$ cat src/rtl/cvs_out_sequencer_pkg.sv
// Shared defaults and FSM state type for the output sequencer.
package cvs_pkg;

  localparam int unsigned NUM_OUT_DEF = 5;
  localparam int unsigned DWELL_W_DEF = 16;
  localparam int unsigned IDX_W       = 3;

  typedef enum logic [1:0] {
    ST_IDLE = 2'd0,
    ST_RUN  = 2'd1,
    ST_DONE = 2'd2
  } cvs_state_t;

endpackage

$ cat src/rtl/cvs_out_sequencer_if.sv
// Request/status bundle between a sequencer controller and cvs_out_sequencer.
interface cvs_out_sequencer_if
  import cvs_pkg::*;
#(
  parameter int unsigned NUM_OUT = NUM_OUT_DEF,
  parameter int unsigned DWELL_W = DWELL_W_DEF
);

  logic               start;
  logic               stop;
  logic [DWELL_W-1:0] dwell;
  logic [NUM_OUT-1:0] mask;
  logic [NUM_OUT-1:0] out;
  logic [IDX_W-1:0]   step_idx;
  logic               busy;
  logic               done;
  logic               aborted;

  modport master (
    output start, stop, dwell, mask,
    input  out, step_idx, busy, done, aborted
  );

  modport slave (
    input  start, stop, dwell, mask,
    output out, step_idx, busy, done, aborted
  );

endinterface

$ cat src/rtl/cvs_out_sequencer_next_index.sv
// Finds the lowest set mask bit above (or, when inclusive, at) a base index.
module cvs_next_index
  import cvs_pkg::*;
#(
  parameter int unsigned NUM_OUT = NUM_OUT_DEF
) (
  input  logic [NUM_OUT-1:0] mask,
  input  logic [IDX_W-1:0]   base,
  input  logic               inclusive,
  output logic [IDX_W-1:0]   idx,
  output logic               none
);

  int unsigned base_i;

  always_comb begin
    idx    = '0;
    none   = 1'b1;
    base_i = 32'(base);
    for (int unsigned i = 0; i < NUM_OUT; i++) begin
      if (none && mask[i] && ((i > base_i) || (inclusive && (i == base_i)))) begin
        idx  = IDX_W'(i);
        none = 1'b0;
      end
    end
  end

endmodule

$ cat src/rtl/cvs_out_sequencer.sv
// Steps a one-hot output across enabled mask bits, holding each for dwell+1 cycles.
module cvs_out_sequencer
  import cvs_pkg::*;
#(
  parameter int unsigned NUM_OUT = NUM_OUT_DEF,
  parameter int unsigned DWELL_W = DWELL_W_DEF
) (
  input logic               clock,
  input logic               reset,
  cvs_out_sequencer_if.slave bus
);

  cvs_state_t         state_q, state_d;
  logic [NUM_OUT-1:0] out_q, out_d;
  logic [NUM_OUT-1:0] mask_q, mask_d;
  logic [DWELL_W-1:0] dwell_q, dwell_d;
  logic [DWELL_W-1:0] cnt_q, cnt_d;
  logic [IDX_W-1:0]   idx_q, idx_d;
  logic               busy_q, busy_d;
  logic               done_q, done_d;
  logic               abort_q, abort_d;

  logic [IDX_W-1:0]   first_idx, next_idx;
  logic               first_none, next_none;

  // Start searches the live mask from bit 0; stepping searches the latched mask.
  cvs_next_index #(.NUM_OUT(NUM_OUT)) u_first (
    .mask      (bus.mask),
    .base      ('0),
    .inclusive (1'b1),
    .idx       (first_idx),
    .none      (first_none)
  );

  cvs_next_index #(.NUM_OUT(NUM_OUT)) u_next (
    .mask      (mask_q),
    .base      (idx_q),
    .inclusive (1'b0),
    .idx       (next_idx),
    .none      (next_none)
  );

  always_ff @(posedge clock or posedge reset) begin
    if (reset) state_q <= ST_IDLE;
    else       state_q <= state_d;
  end

  always_comb begin
    state_d = state_q;
    out_d   = out_q;
    mask_d  = mask_q;
    dwell_d = dwell_q;
    cnt_d   = cnt_q;
    idx_d   = idx_q;
    busy_d  = busy_q;
    done_d  = 1'b0;
    abort_d = 1'b0;
    unique case (state_q)
      ST_IDLE: begin
        out_d  = '0;
        busy_d = 1'b0;
        if (bus.start && !bus.stop) begin
          mask_d  = bus.mask;
          dwell_d = bus.dwell;
          busy_d  = 1'b1;
          if (first_none) begin
            state_d = ST_DONE;
            done_d  = 1'b1;
          end else begin
            state_d = ST_RUN;
            out_d   = NUM_OUT'(1) << first_idx;
            idx_d   = first_idx;
            cnt_d   = bus.dwell;
          end
        end
      end
      ST_RUN: begin
        if (bus.stop) begin
          state_d = ST_IDLE;
          out_d   = '0;
          busy_d  = 1'b0;
          abort_d = 1'b1;
        end else if (cnt_q == '0) begin
          if (next_none) begin
            state_d = ST_DONE;
            out_d   = '0;
            done_d  = 1'b1;
          end else begin
            out_d = NUM_OUT'(1) << next_idx;
            idx_d = next_idx;
            cnt_d = dwell_q;
          end
        end else begin
          cnt_d = cnt_q - DWELL_W'(1);
        end
      end
      ST_DONE: begin
        state_d = ST_IDLE;
        out_d   = '0;
        busy_d  = 1'b0;
      end
      default: begin
        state_d = ST_IDLE;
        out_d   = '0;
        busy_d  = 1'b0;
      end
    endcase
  end

  always_ff @(posedge clock or posedge reset) begin
    if (reset) begin
      out_q   <= '0;
      mask_q  <= '0;
      dwell_q <= '0;
      cnt_q   <= '0;
      idx_q   <= '0;
      busy_q  <= 1'b0;
      done_q  <= 1'b0;
      abort_q <= 1'b0;
    end else begin
      out_q   <= out_d;
      mask_q  <= mask_d;
      dwell_q <= dwell_d;
      cnt_q   <= cnt_d;
      idx_q   <= idx_d;
      busy_q  <= busy_d;
      done_q  <= done_d;
      abort_q <= abort_d;
    end
  end

  assign bus.out      = out_q;
  assign bus.step_idx = idx_q;
  assign bus.busy     = busy_q;
  assign bus.done     = done_q;
  assign bus.aborted  = abort_q;

endmodule

$ cat src/flat_wrapper.sv
// flat-port wrapper written by rule: the top's interface ports become plain ports
module cvs_out_sequencer_flat import cvs_pkg::*;
#(
  parameter int unsigned NUM_OUT = NUM_OUT_DEF,
  parameter int unsigned DWELL_W = DWELL_W_DEF
)
  (clock, reset, bus_start, bus_stop, bus_dwell, bus_mask, bus_out, bus_step_idx, bus_busy, bus_done, bus_aborted);
  cvs_out_sequencer_if #(.NUM_OUT(NUM_OUT), .DWELL_W(DWELL_W)) bus_i ();
  input logic clock;
  input logic reset;
  input wire logic [$bits(bus_i.start)-1:0] bus_start;
  input wire logic [$bits(bus_i.stop)-1:0] bus_stop;
  input wire logic [$bits(bus_i.dwell)-1:0] bus_dwell;
  input wire logic [$bits(bus_i.mask)-1:0] bus_mask;
  output wire logic [$bits(bus_i.out)-1:0] bus_out;
  output wire logic [$bits(bus_i.step_idx)-1:0] bus_step_idx;
  output wire logic [$bits(bus_i.busy)-1:0] bus_busy;
  output wire logic [$bits(bus_i.done)-1:0] bus_done;
  output wire logic [$bits(bus_i.aborted)-1:0] bus_aborted;
  assign bus_i.start = bus_start;
  assign bus_i.stop = bus_stop;
  assign bus_i.dwell = bus_dwell;
  assign bus_i.mask = bus_mask;
  assign bus_out = bus_i.out;
  assign bus_step_idx = bus_i.step_idx;
  assign bus_busy = bus_i.busy;
  assign bus_done = bus_i.done;
  assign bus_aborted = bus_i.aborted;
  cvs_out_sequencer #(.NUM_OUT(NUM_OUT), .DWELL_W(DWELL_W)) u_core (.clock(clock), .reset(reset), .bus(bus_i));
endmodule
$ cat config.mk
export PLATFORM = sky130hd
export DESIGN_NAME = cvs_out_sequencer_flat
export DESIGN_NICKNAME = d
export VERILOG_FILES = /design/src/rtl/cvs_out_sequencer_pkg.sv /design/src/rtl/cvs_out_sequencer_if.sv /design/src/rtl/cvs_out_sequencer_next_index.sv /design/src/rtl/cvs_out_sequencer.sv /design/src/flat_wrapper.sv
export SDC_FILE = /design/constraint.sdc
export NUM_CORES = 1
export LEC_CHECK = 0
export CAP_MARGIN = 20
export CORE_UTILIZATION = 50
export CTS_CLUSTER_SIZE = 12
export DETAILED_ROUTE_END_ITERATION = 6
export PLACE_DENSITY = 0.76
export SYNTH_ARGS = -nofsm -noshare
export SYNTH_HDL_FRONTEND = slang
export SYNTH_HIERARCHICAL = 1
export SYNTH_SLANG_ARGS = --single-unit
$ cat constraint.sdc
create_clock -name clock -period 2.3 [get_ports clock]
set_input_delay 0.575 -clock clock [delete_from_list [all_inputs] [get_ports clock]]
set_output_delay 0.575 -clock clock [all_outputs]
set_load 0.1 [all_outputs]
Word-level counts from Yosys, hierarchy flattened
Index checks and enable logic that the tools add are counted.
{"block": "op_classes", "n_addsub": 1, "order_cmp": 4, "n_eq_ne": 10, "n_shift": 2, "n_mux": 52, "n_reduce_logical": 20}
{"op": "$mux 16", "n": 5}
{"op": "$pmux 16 s2", "n": 1}
{"op": "$mux 3", "n": 9}
{"op": "$mux 5", "n": 5}
{"op": "$mux 1", "n": 20}
{"op": "$logic_not 16->1", "n": 1}
{"op": "$sub 16x1->16 const B", "n": 1}
{"op": "$mux 2", "n": 7}
{"op": "$logic_and 1x1->1", "n": 12}
{"op": "$pmux 5 s2", "n": 1}
{"op": "$shl 1x3->5 const A", "n": 2}
{"op": "$ne 2x2->1 const B", "n": 4}
{"op": "$gt 2x3->1 const A", "n": 2}
{"op": "$ne 3x2->1 const B", "n": 2}
{"op": "$pmux 3 s2", "n": 1}
{"op": "$reduce_and 6->1", "n": 1}
{"op": "$reduce_and 5->1", "n": 1}
{"op": "$ne 2x1->1 const B", "n": 2}
{"op": "$pmux 1 s2", "n": 2}
{"op": "$pmux 2 s2", "n": 1}
{"op": "$gt 1x3->1 const A", "n": 1}
{"op": "$gt 3x3->1 const A", "n": 1}
{"op": "$ne 3x3->1 const B", "n": 1}
{"op": "$reduce_and 3->1", "n": 1}
{"op": "5 further kinds", "n": 5}
{"block": "totals", "register_bits": 50, "in_bits": 25, "output_inout_bits": 11, "word_cells": 98}

Logic depth before layout (Yosys ltp)
Gate-level depths: netlist (run 1).
{"block": "depth", "depth_word": 17, "mapped_depth": 11, "depth_no_buf": 10}

Hierarchy
Netlist (run 1), hierarchy kept.
{"mod": "cvs_out_sequencer", "instances": 1, "cells_each": 271, "area_each_um2": 2637.5, "seq_area_each_um2": 1251.2}
{"mod": "cvs_next_index", "instances": 2, "cells_each": 19, "area_each_um2": 125.1, "seq_area_each_um2": 0.0}

Least setup slack after synthesis (run 1)
No wires, ideal clock.
{"block": "synth_path", "path_kind": "register -> register", "from": "register u_core.idx_q[0] (netlist: u_core/bus.step_idx[0])", "to": "register u_core.cnt_q[2]", "setup_time_ps": 82, "arrival_ps": 2762, "path_slack_ps": -543, "path_stages_with_launch": 11, "path_cell_list": "dfrtp_1 -> inv_1 -> maj3_2 -> o221a_1 -> a211oi_1 -> nand2_1 -> o22ai_2 -> inv_2 -> buf_2 -> buf_2 -> a31oi_1"}
{"block": "synth_between", "elab_chain_len": 14, "elab_cells_between_ends": 17}
{"item": "from (decl)", "line_no": "cvs_out_sequencer.sv:18", "source": "logic [IDX_W-1:0] idx_q, idx_d;"}
{"item": "from (signal assigned)", "line_no": "cvs_out_sequencer.sv:125", "source": "idx_q <= idx_d;"}
{"item": "$gt 1x3->1", "line_no": "cvs_out_sequencer_next_index.sv:21", "source": "if (none && mask[i] && ((i > base_i) || (inclusive && (i == base_i)))) begin"}
{"item": "$logic_and 1x1->1", "line_no": "cvs_out_sequencer_next_index.sv:21"}
{"item": "$mux 1", "line_no": "cvs_out_sequencer_next_index.sv:21"}
{"item": "$logic_and 1x1->1 (2 in a row)", "line_no": "cvs_out_sequencer_next_index.sv:21"}
{"item": "$mux 1", "line_no": "cvs_out_sequencer_next_index.sv:21"}
{"item": "$logic_and 1x1->1 (2 in a row)", "line_no": "cvs_out_sequencer_next_index.sv:21"}
{"item": "$mux 1", "line_no": "cvs_out_sequencer_next_index.sv:21"}
{"item": "$logic_and 1x1->1 (2 in a row)", "line_no": "cvs_out_sequencer_next_index.sv:21"}
{"item": "$mux 1 *", "line_no": "cvs_out_sequencer_next_index.sv:21"}
{"item": "named net u_core.next_none", "line_no": "cvs_out_sequencer.sv:24", "source": "logic first_none, next_none;"}
{"item": "$ne 3x3->1 (no source line) *"}
{"item": "$reduce_and 5->1 (no source line) *"}
{"item": "to (signal assigned)", "line_no": "cvs_out_sequencer.sv:124", "source": "cnt_q <= cnt_d;"}
{"item": "to (decl)", "line_no": "cvs_out_sequencer.sv:17", "source": "logic [DWELL_W-1:0] cnt_q, cnt_d;"}
Mark *: on every way through the listed nets, which the timed path passes. The rest lies on a longest branch.
A chain may end at the register's enable or synchronous reset.

Final worst setup path (run 1)
{"block": "layout_path", "from": "register u_core.idx_q[0] (netlist: u_core/bus.step_idx[0])", "to": "register u_core.idx_q[1] (netlist: u_core/bus.step_idx[1])"}
{"block": "layout_between", "elab_cells_between_ends": 24}
{"item": "$gt 1x3->1", "line_no": "cvs_out_sequencer_next_index.sv:21"}
{"item": "$logic_and 1x1->1", "line_no": "cvs_out_sequencer_next_index.sv:21"}
{"item": "$mux 1", "line_no": "cvs_out_sequencer_next_index.sv:21"}
{"item": "$logic_and 1x1->1 (2 in a row)", "line_no": "cvs_out_sequencer_next_index.sv:21"}
{"item": "$mux 1", "line_no": "cvs_out_sequencer_next_index.sv:21"}
{"item": "$logic_and 1x1->1 (2 in a row)", "line_no": "cvs_out_sequencer_next_index.sv:21"}
{"item": "$mux 1", "line_no": "cvs_out_sequencer_next_index.sv:21"}
{"item": "$logic_and 1x1->1 (2 in a row)", "line_no": "cvs_out_sequencer_next_index.sv:21"}
{"item": "$mux 1 *", "line_no": "cvs_out_sequencer_next_index.sv:21"}
{"item": "named net u_core.next_none", "line_no": "cvs_out_sequencer.sv:24"}
{"item": "$ne 2x2->1 (no source line) *"}
{"item": "$reduce_and 6->1 (no source line) *"}
Mark *: on every way through the listed nets, which the timed path passes. The rest lies on a longest branch. The select of a mux whose other input is x is not followed.

==> impl_metrics.json, run 1 <==
{
  "status": "complete, no violations",
  "antenna_found_initial": 0,
  "hold_viol": 0,
  "synthSimpleGateAreaFrac": 0.2101,
  "synthesis.area_sq_um": 2888,
  "synth_seq_area_share": 0.4333,
  "syn_inst": 309,
  "drv_slew": 0,
  "via_count": 2522,
  "area_delta_synth_final_pct": 27.99,
  "clock_skew_ns": 0.009044,
  "clockBufferDepth": 2,
  "ys_seq_elements": 50,
  "grt_use_total": 0.2379,
  "worstHoldEndpoint": "u_core/bus.busy",
  "grt_pass1_vias": 2405,
  "fin_crit_sh": 0.9432,
  "cap_viol_max_count": 0,
  "synth_top_area_share": 0.4333,
  "relSlewSlack": 0.6561,
  "antenna_cells": 0,
  "critPathTopFamily": "compound AO/OA/AOI/OAI gates",
  "drive_gt1_frac": 0.2533,
  "synth_edf_count": 0,
  "core_area_sq_um": 5540,
  "via_per_inst": 5.543,
  "finalWirelength_um": 6653,
  "max_freq_mhz": 461.0,
  "worstHoldPathType": "flop to flop",
  "crit_cells": 8,
  "r2r_cells": 8,
  "gr-total-overflow": 0,
  "start_kind": "flop",
  "route.antenna.remaining_nets": 0,
  "cp_slowest_cell": "dfrtp_2",
  "synth_xor_area_frac": 0.03943,
  "initialDrtViolationCount": 211,
  "rsz0062_at_grt": "no",
  "synth.most_common_cell": "dfrtp_1",
  "synthFlopType": "dfrtp_1",
  "leakagePower_uw": 0.001595,
  "stdcell_count": 455,
  "place.gp.congestion": 0.8559,
  "cts_sinks": 50,
  "ys_async_sr_fraction": 1.000,
  "endpoint_kind": "flop",
  "fin_area_sq_um": 3696,
  "grt_first_pass_wirelength_um": 11260,
  "required_ns": 2.50,
  "synth.area.mux_share": 0.09359,
  "placedCellCount": 445,
  "placement.io_buffers": 35,
  "wl_per_cell_um": 14.62,
  "post-dp-hpwl_um": 4672,
  "finalSetupViolations": 0,
  "row_count": 27,
  "synthAdderAreaFrac": 0.01646,
  "start_util": 0.5212,
  "p_per_area_nw_per_um2": 864.7,
  "grt_max_degree": 38,
  "yosysWarnings": 6,
  "die_h_um": 78.00,
  "path_max_fanout": 6,
  "cts_tree": "done",
  "worstReg2RegEnd": "u_core/bus.step_idx[1]",
  "hold_path_depth": 1,
  "r2r_start": "u_core/bus.step_idx[0]",
  "fin_nets": 409,
  "synth_cell_types": 51,
  "synth_top_family_by_area": "simple AND/OR/NAND/NOR gates",
  "placed_area_sq_um": 3541,
  "die_area_sq_um": 6083,
  "arrival_ns": 2.37,
  "yosys.area.top_type": "dfrtp_1",
  "path_clk_slew_ns": 0.09,
  "hp-start": "u_core/bus.busy",
  "critical_path.max_stage_delay_ns": 0.43,
  "hold_slack_ns": 0.4933,
  "synth.area.top_cells": "dfrtp_1 (43%), mux2_2 (8.2%), nand2_1 (4.9%), nor2_1 (4.4%), a21oi_1 (3.1%)",
  "synth_area_per_cell_sq_um": 9.346,
  "final_util": 0.6671,
  "crit_path_cell_trace": "inv_2 > maj3_2 > o221a_1 > a211oi_2 > buf_4 > nor3b_1 > o21ai_2 > mux2_1",
  "synth_commonest_cells": "dfrtp_1 (50), nand2_1 (38), nor2_1 (34)",
  "htree_levels": 2,
  "worstMarginPinSlew_ns": 0.5159,
  "cp_num_buf_inv": 2,
  "ff2ff_setup_slack_ns": 0.13,
  "firstDrtPassIters": 4,
  "synth_compound_area_frac": 0.1681,
  "cts_buffers": 5,
  "io_pins": 36,
  "ir_drop_v": 0.0003803,
  "worst-setup-path-type": "flop to flop",
  "fillCellCount": 475,
  "root_buffer": "clkbuf_8",
  "clk_latency_ns": 0.31,
  "die_w_um": 78.00,
  "ctsHoldBuffers": 0,
  "drcViolationCount": 0,
  "period_needed_ns": 2.169
}
worst max-delay path by stage:
| stage | slack, ns | from | to |
|---|---|---|---|
| floorplan | 0.02 | u_core/bus.step_idx[0] | u_core/bus.step_idx[0] |
| global placement | -0.30 | bus_mask[2] | u_core/bus.step_idx[2] |
| detailed placement | -0.37 | bus_mask[0] | u_core/cnt_q[13] |
| CTS | 0.01 | bus_mask[2] | u_core/cnt_q[0] |
| global route | 0.01 | u_core/bus.step_idx[0] | u_core/bus.out[3] |
| finish | 0.13 | u_core/bus.step_idx[0] | u_core/bus.step_idx[1] |
timing repair:
item                                    4_1_cts  5_1_grt
endpoints found under the setup margin        3       20
cloned                                        0        0
setup buffers                                 0        2
pin swaps                                     1        6
gates resized for setup                       2       11
hold endpoints to repair                      0        0
per-stage QoR:
stage          setup TNS [ns]  power [uW]  setup WS, ns
6_report                    0        3196        0.1306
5_1_grt                     0        3405       0.01075
4_1_cts                     0        3188       0.01135
3_5_place_dp           -6.204        2641       -0.3739
3_3_place_gp           -4.900        2594       -0.2977
2_1_floorplan               0        2284       0.02483
layout by cell type, fill, tap and decap left out, types with 8 or more instances in the layout:
master	netlist	routed
conb_1	2	15
nor2_1	34	33
inv_1	10	8
o211ai_1	8	8
a31oi_1	12	12
mux2_2	21	21
a21oi_1	18	18
nand2_1	38	38
o21ai_0	8	8
buf_4	0	42
clkdlybuf4s50_1	0	20
dfrtp_1	50	46
kinds of logic after synthesis:
family | Yosys count
and+or+nand+nor | 117
AOI/OAI and AO/OA | 74
DFF | 50
buffers and inverters | 25
muxes | 24
xor gates and xnor gates | 13
adders and majority gates | 4
other | 2
report_power, final:
| part | switching [uW] | internal [uW] |
|---|---|---|
| sequential | 258 | 1110 |
| combinational | 739 | 542 |
| clock | 300 | 242 |
area by class of cell:
type,instances,area [sq um],area share
clock inverter,2,12.51,0.003385
inverter,11,46.29,0.01253
sequential,50,1256,0.3399
tap,72,90.09,0.02437
timing repair buffer,67,585.6,0.1584
clock buffer,6,82.58,0.02234
multi-input combinational,247,1623,0.4391
sequential cells by signal, summed over array words and instances, names as in the netlist:
name,count
u_core/state_q,2
u_core/bus.aborted,1
u_core/bus.step_idx,3
u_core/cnt_q,16
u_core/dwell_q,16
u_core/mask_q,5
u_core/bus.busy,1
u_core/bus.out,5
u_core/bus.done,1
metal layers:
metal  track usage  up-vias  share of wire
li1              -     1240              -
met1        0.3270     1217           0.48
met2        0.3779       54           0.47
met3       0.04706       11          0.043
met4       0.07593        0          0.016
met5             0        -              0
Power figures use the tool's default switching activity.
==> run 2, diff against run 1 <==
==> constraint.sdc (replaced) <==
create_clock -name clock -period 2.3 [get_ports clock]
set_input_delay 0.69 -clock clock [delete_from_list [all_inputs] [get_ports clock]]
set_output_delay 0.69 -clock clock [all_outputs]
set_load 0.1 [all_outputs]
==> impl_metrics.json, run 2 (synthesis results as in run 1) <==
{
  "leakagePower_uw": 0.001663,
  "antenna_cells": 0,
  "period_needed_ns": 2.224,
  "grt_first_pass_wirelength_um": 11380,
  "clockBufferDepth": 2,
  "finalWirelength_um": 6803,
  "gr-total-overflow": 0,
  "firstDrtPassIters": 4,
  "start_kind": "primary input",
  "worstHoldPathType": "flop to flop",
  "root_buffer": "clkbuf_8",
  "via_per_inst": 5.474,
  "required_ns": 2.50,
  "die_area_sq_um": 6083,
  "start_util": 0.5212,
  "cts_sinks": 50,
  "fin_crit_sh": 0.9669,
  "pre_cts_ws_ns": -0.4656,
  "clock_skew_ns": 0.008429,
  "path_clk_slew_ns": 0.09,
  "finalSetupViolations": 0,
  "cp_num_buf_inv": 4,
  "ir_drop_v": 0.0004829,
  "via_count": 2551,
  "clk_latency_ns": 0.31,
  "cts_tree": "done",
  "die_h_um": 78.00,
  "met2_usage": 0.3788,
  "max_freq_mhz": 449.7,
  "io_pins": 36,
  "path_max_fanout": 5,
  "crit_path_cell_trace": "dlygate4sd2_1 > o221a_1 > a211oi_2 > buf_4 > nand2b_4 > nand2_2 > o22ai_4 > clkinvlp_4 > buf_6 > nor2_1 > a31oi_1",
  "ctsHoldBuffers": 0,
  "core_area_sq_um": 5540,
  "initialDrtViolationCount": 222,
  "die_w_um": 78.00,
  "reg_top3": "u_core/cnt_q (16), u_core/dwell_q (16)",
  "post-dp-hpwl_um": 4554,
  "route.antenna.remaining_nets": 0,
  "drive_gt1_frac": 0.2843,
  "grt_use_total": 0.2389,
  "fin_area_sq_um": 3825,
  "row_count": 27,
  "drv_slew": 0,
  "grt_pass1_vias": 2395,
  "htree_levels": 2,
  "worst-setup-path-type": "primary input to flop",
  "layout_common_cells": "buf_4 (50), dfrtp_1 (47), nand2_1 (37)",
  "final_util": 0.6904,
  "cap_viol_max_count": 0,
  "grt.met3_usage": 0.04471,
  "ff2ff_setup_slack_ns": 0.10,
  "grt_max_degree": 51,
  "place.gp.congestion": 0.8338,
  "cts_buffers": 5,
  "hold_viol": 0,
  "fin_nets": 420,
  "drcViolationCount": 0,
  "endpoint_kind": "flop",
  "placement.io_buffers": 35,
  "grt_use_met1": 0.3301,
  "critPathTopFamily": "buffers and inverters",
  "worst_slack_ns": 0.07608,
  "grt_most_used_layer": "met2",
  "arrival_ns": 2.42,
  "final_common_cell": "buf_4",
  "hold_slack_ns": 0.4916,
  "antenna_found_initial": 0,
  "wl_per_cell_um": 14.60,
  "cp_slowest_cell": "o221a_1",
  "critical_path.max_stage_delay_ns": 0.30,
  "p_per_area_nw_per_um2": 860.5,
  "area_delta_synth_final_pct": 32.45,
  "placed_area_sq_um": 3583,
  "status": "complete, no violations"
}
run 2: routing by layer:
layer  up-vias  share of wire
met5         -              0
met4         0         0.0085
met3         4          0.056
met2        71           0.47
met1      1210           0.47
li1       1266              -
run 2: repair_timing:
action,CTS,global route
setup endpoints to repair,16,23
gates cloned,0,1
pin swaps,3,7
buffers inserted,0,8
gates resized for setup,5,14
run 2: area by class of cell:
cell class              count  area (sq um)
fillers                   440          1715
inverters                  11         43.79
well taps                  72         90.09
clock inverters             1         8.758
repair inverters            1         7.507
multi-input cells         247          1652
repair buffers             77         671.9
clock buffers               7         96.34
flip-flops and latches     50          1255
run 2: metrics by stage:
stage | power [uW] | cells | TNS [ns]
after floorplan | 2284 | 322 | 0
after global placement | 2602 | 449 | -7.286
after detailed placement | 2640 | 449 | -8.839
after CTS | 3233 | 457 | -0.06678
after global routing | 3498 | 466 | -0.02095
final | 3291 | 466 | 0
run 2: final timing paths:
kind / from / end / cells past startpoint
min in group asynchronous: reset / u_core/dwell_q[4] / 3
hold / removal: u_core/bus.busy / u_core/bus.busy / 1
setup / recovery: bus_mask[2] / u_core/cnt_q[9] / 11
hold reg to reg: u_core/bus.busy / u_core/bus.busy / 1
max in group asynchronous: reset / u_core/bus.step_idx[2] / 3
setup reg to reg: u_core/bus.step_idx[0] / u_core/cnt_q[9] / 11
run 2: power breakdown:
| part | switching [uW] | internal (uW) | total (uW) |
|---|---|---|---|
| sequential | 261 | 1110 | 1370 |
| combinational | 761 | 577 | 1340 |
| clock | 303 | 276 | 579 |
| total | 1330 | 1970 | 3290 |
run 2: worst reg2reg max path, stage by stage (launching register included):
cell and delay [ns]:
dfrtp_2 0.41, inv_2 0.04, maj3_2 0.29, o221a_1 0.25
a211oi_2 0.15, buf_4 0.17, nand2_2 0.07, o22ai_4 0.22
clkinvlp_4 0.22, buf_6 0.16, nor2_1 0.07, a31oi_1 0.05
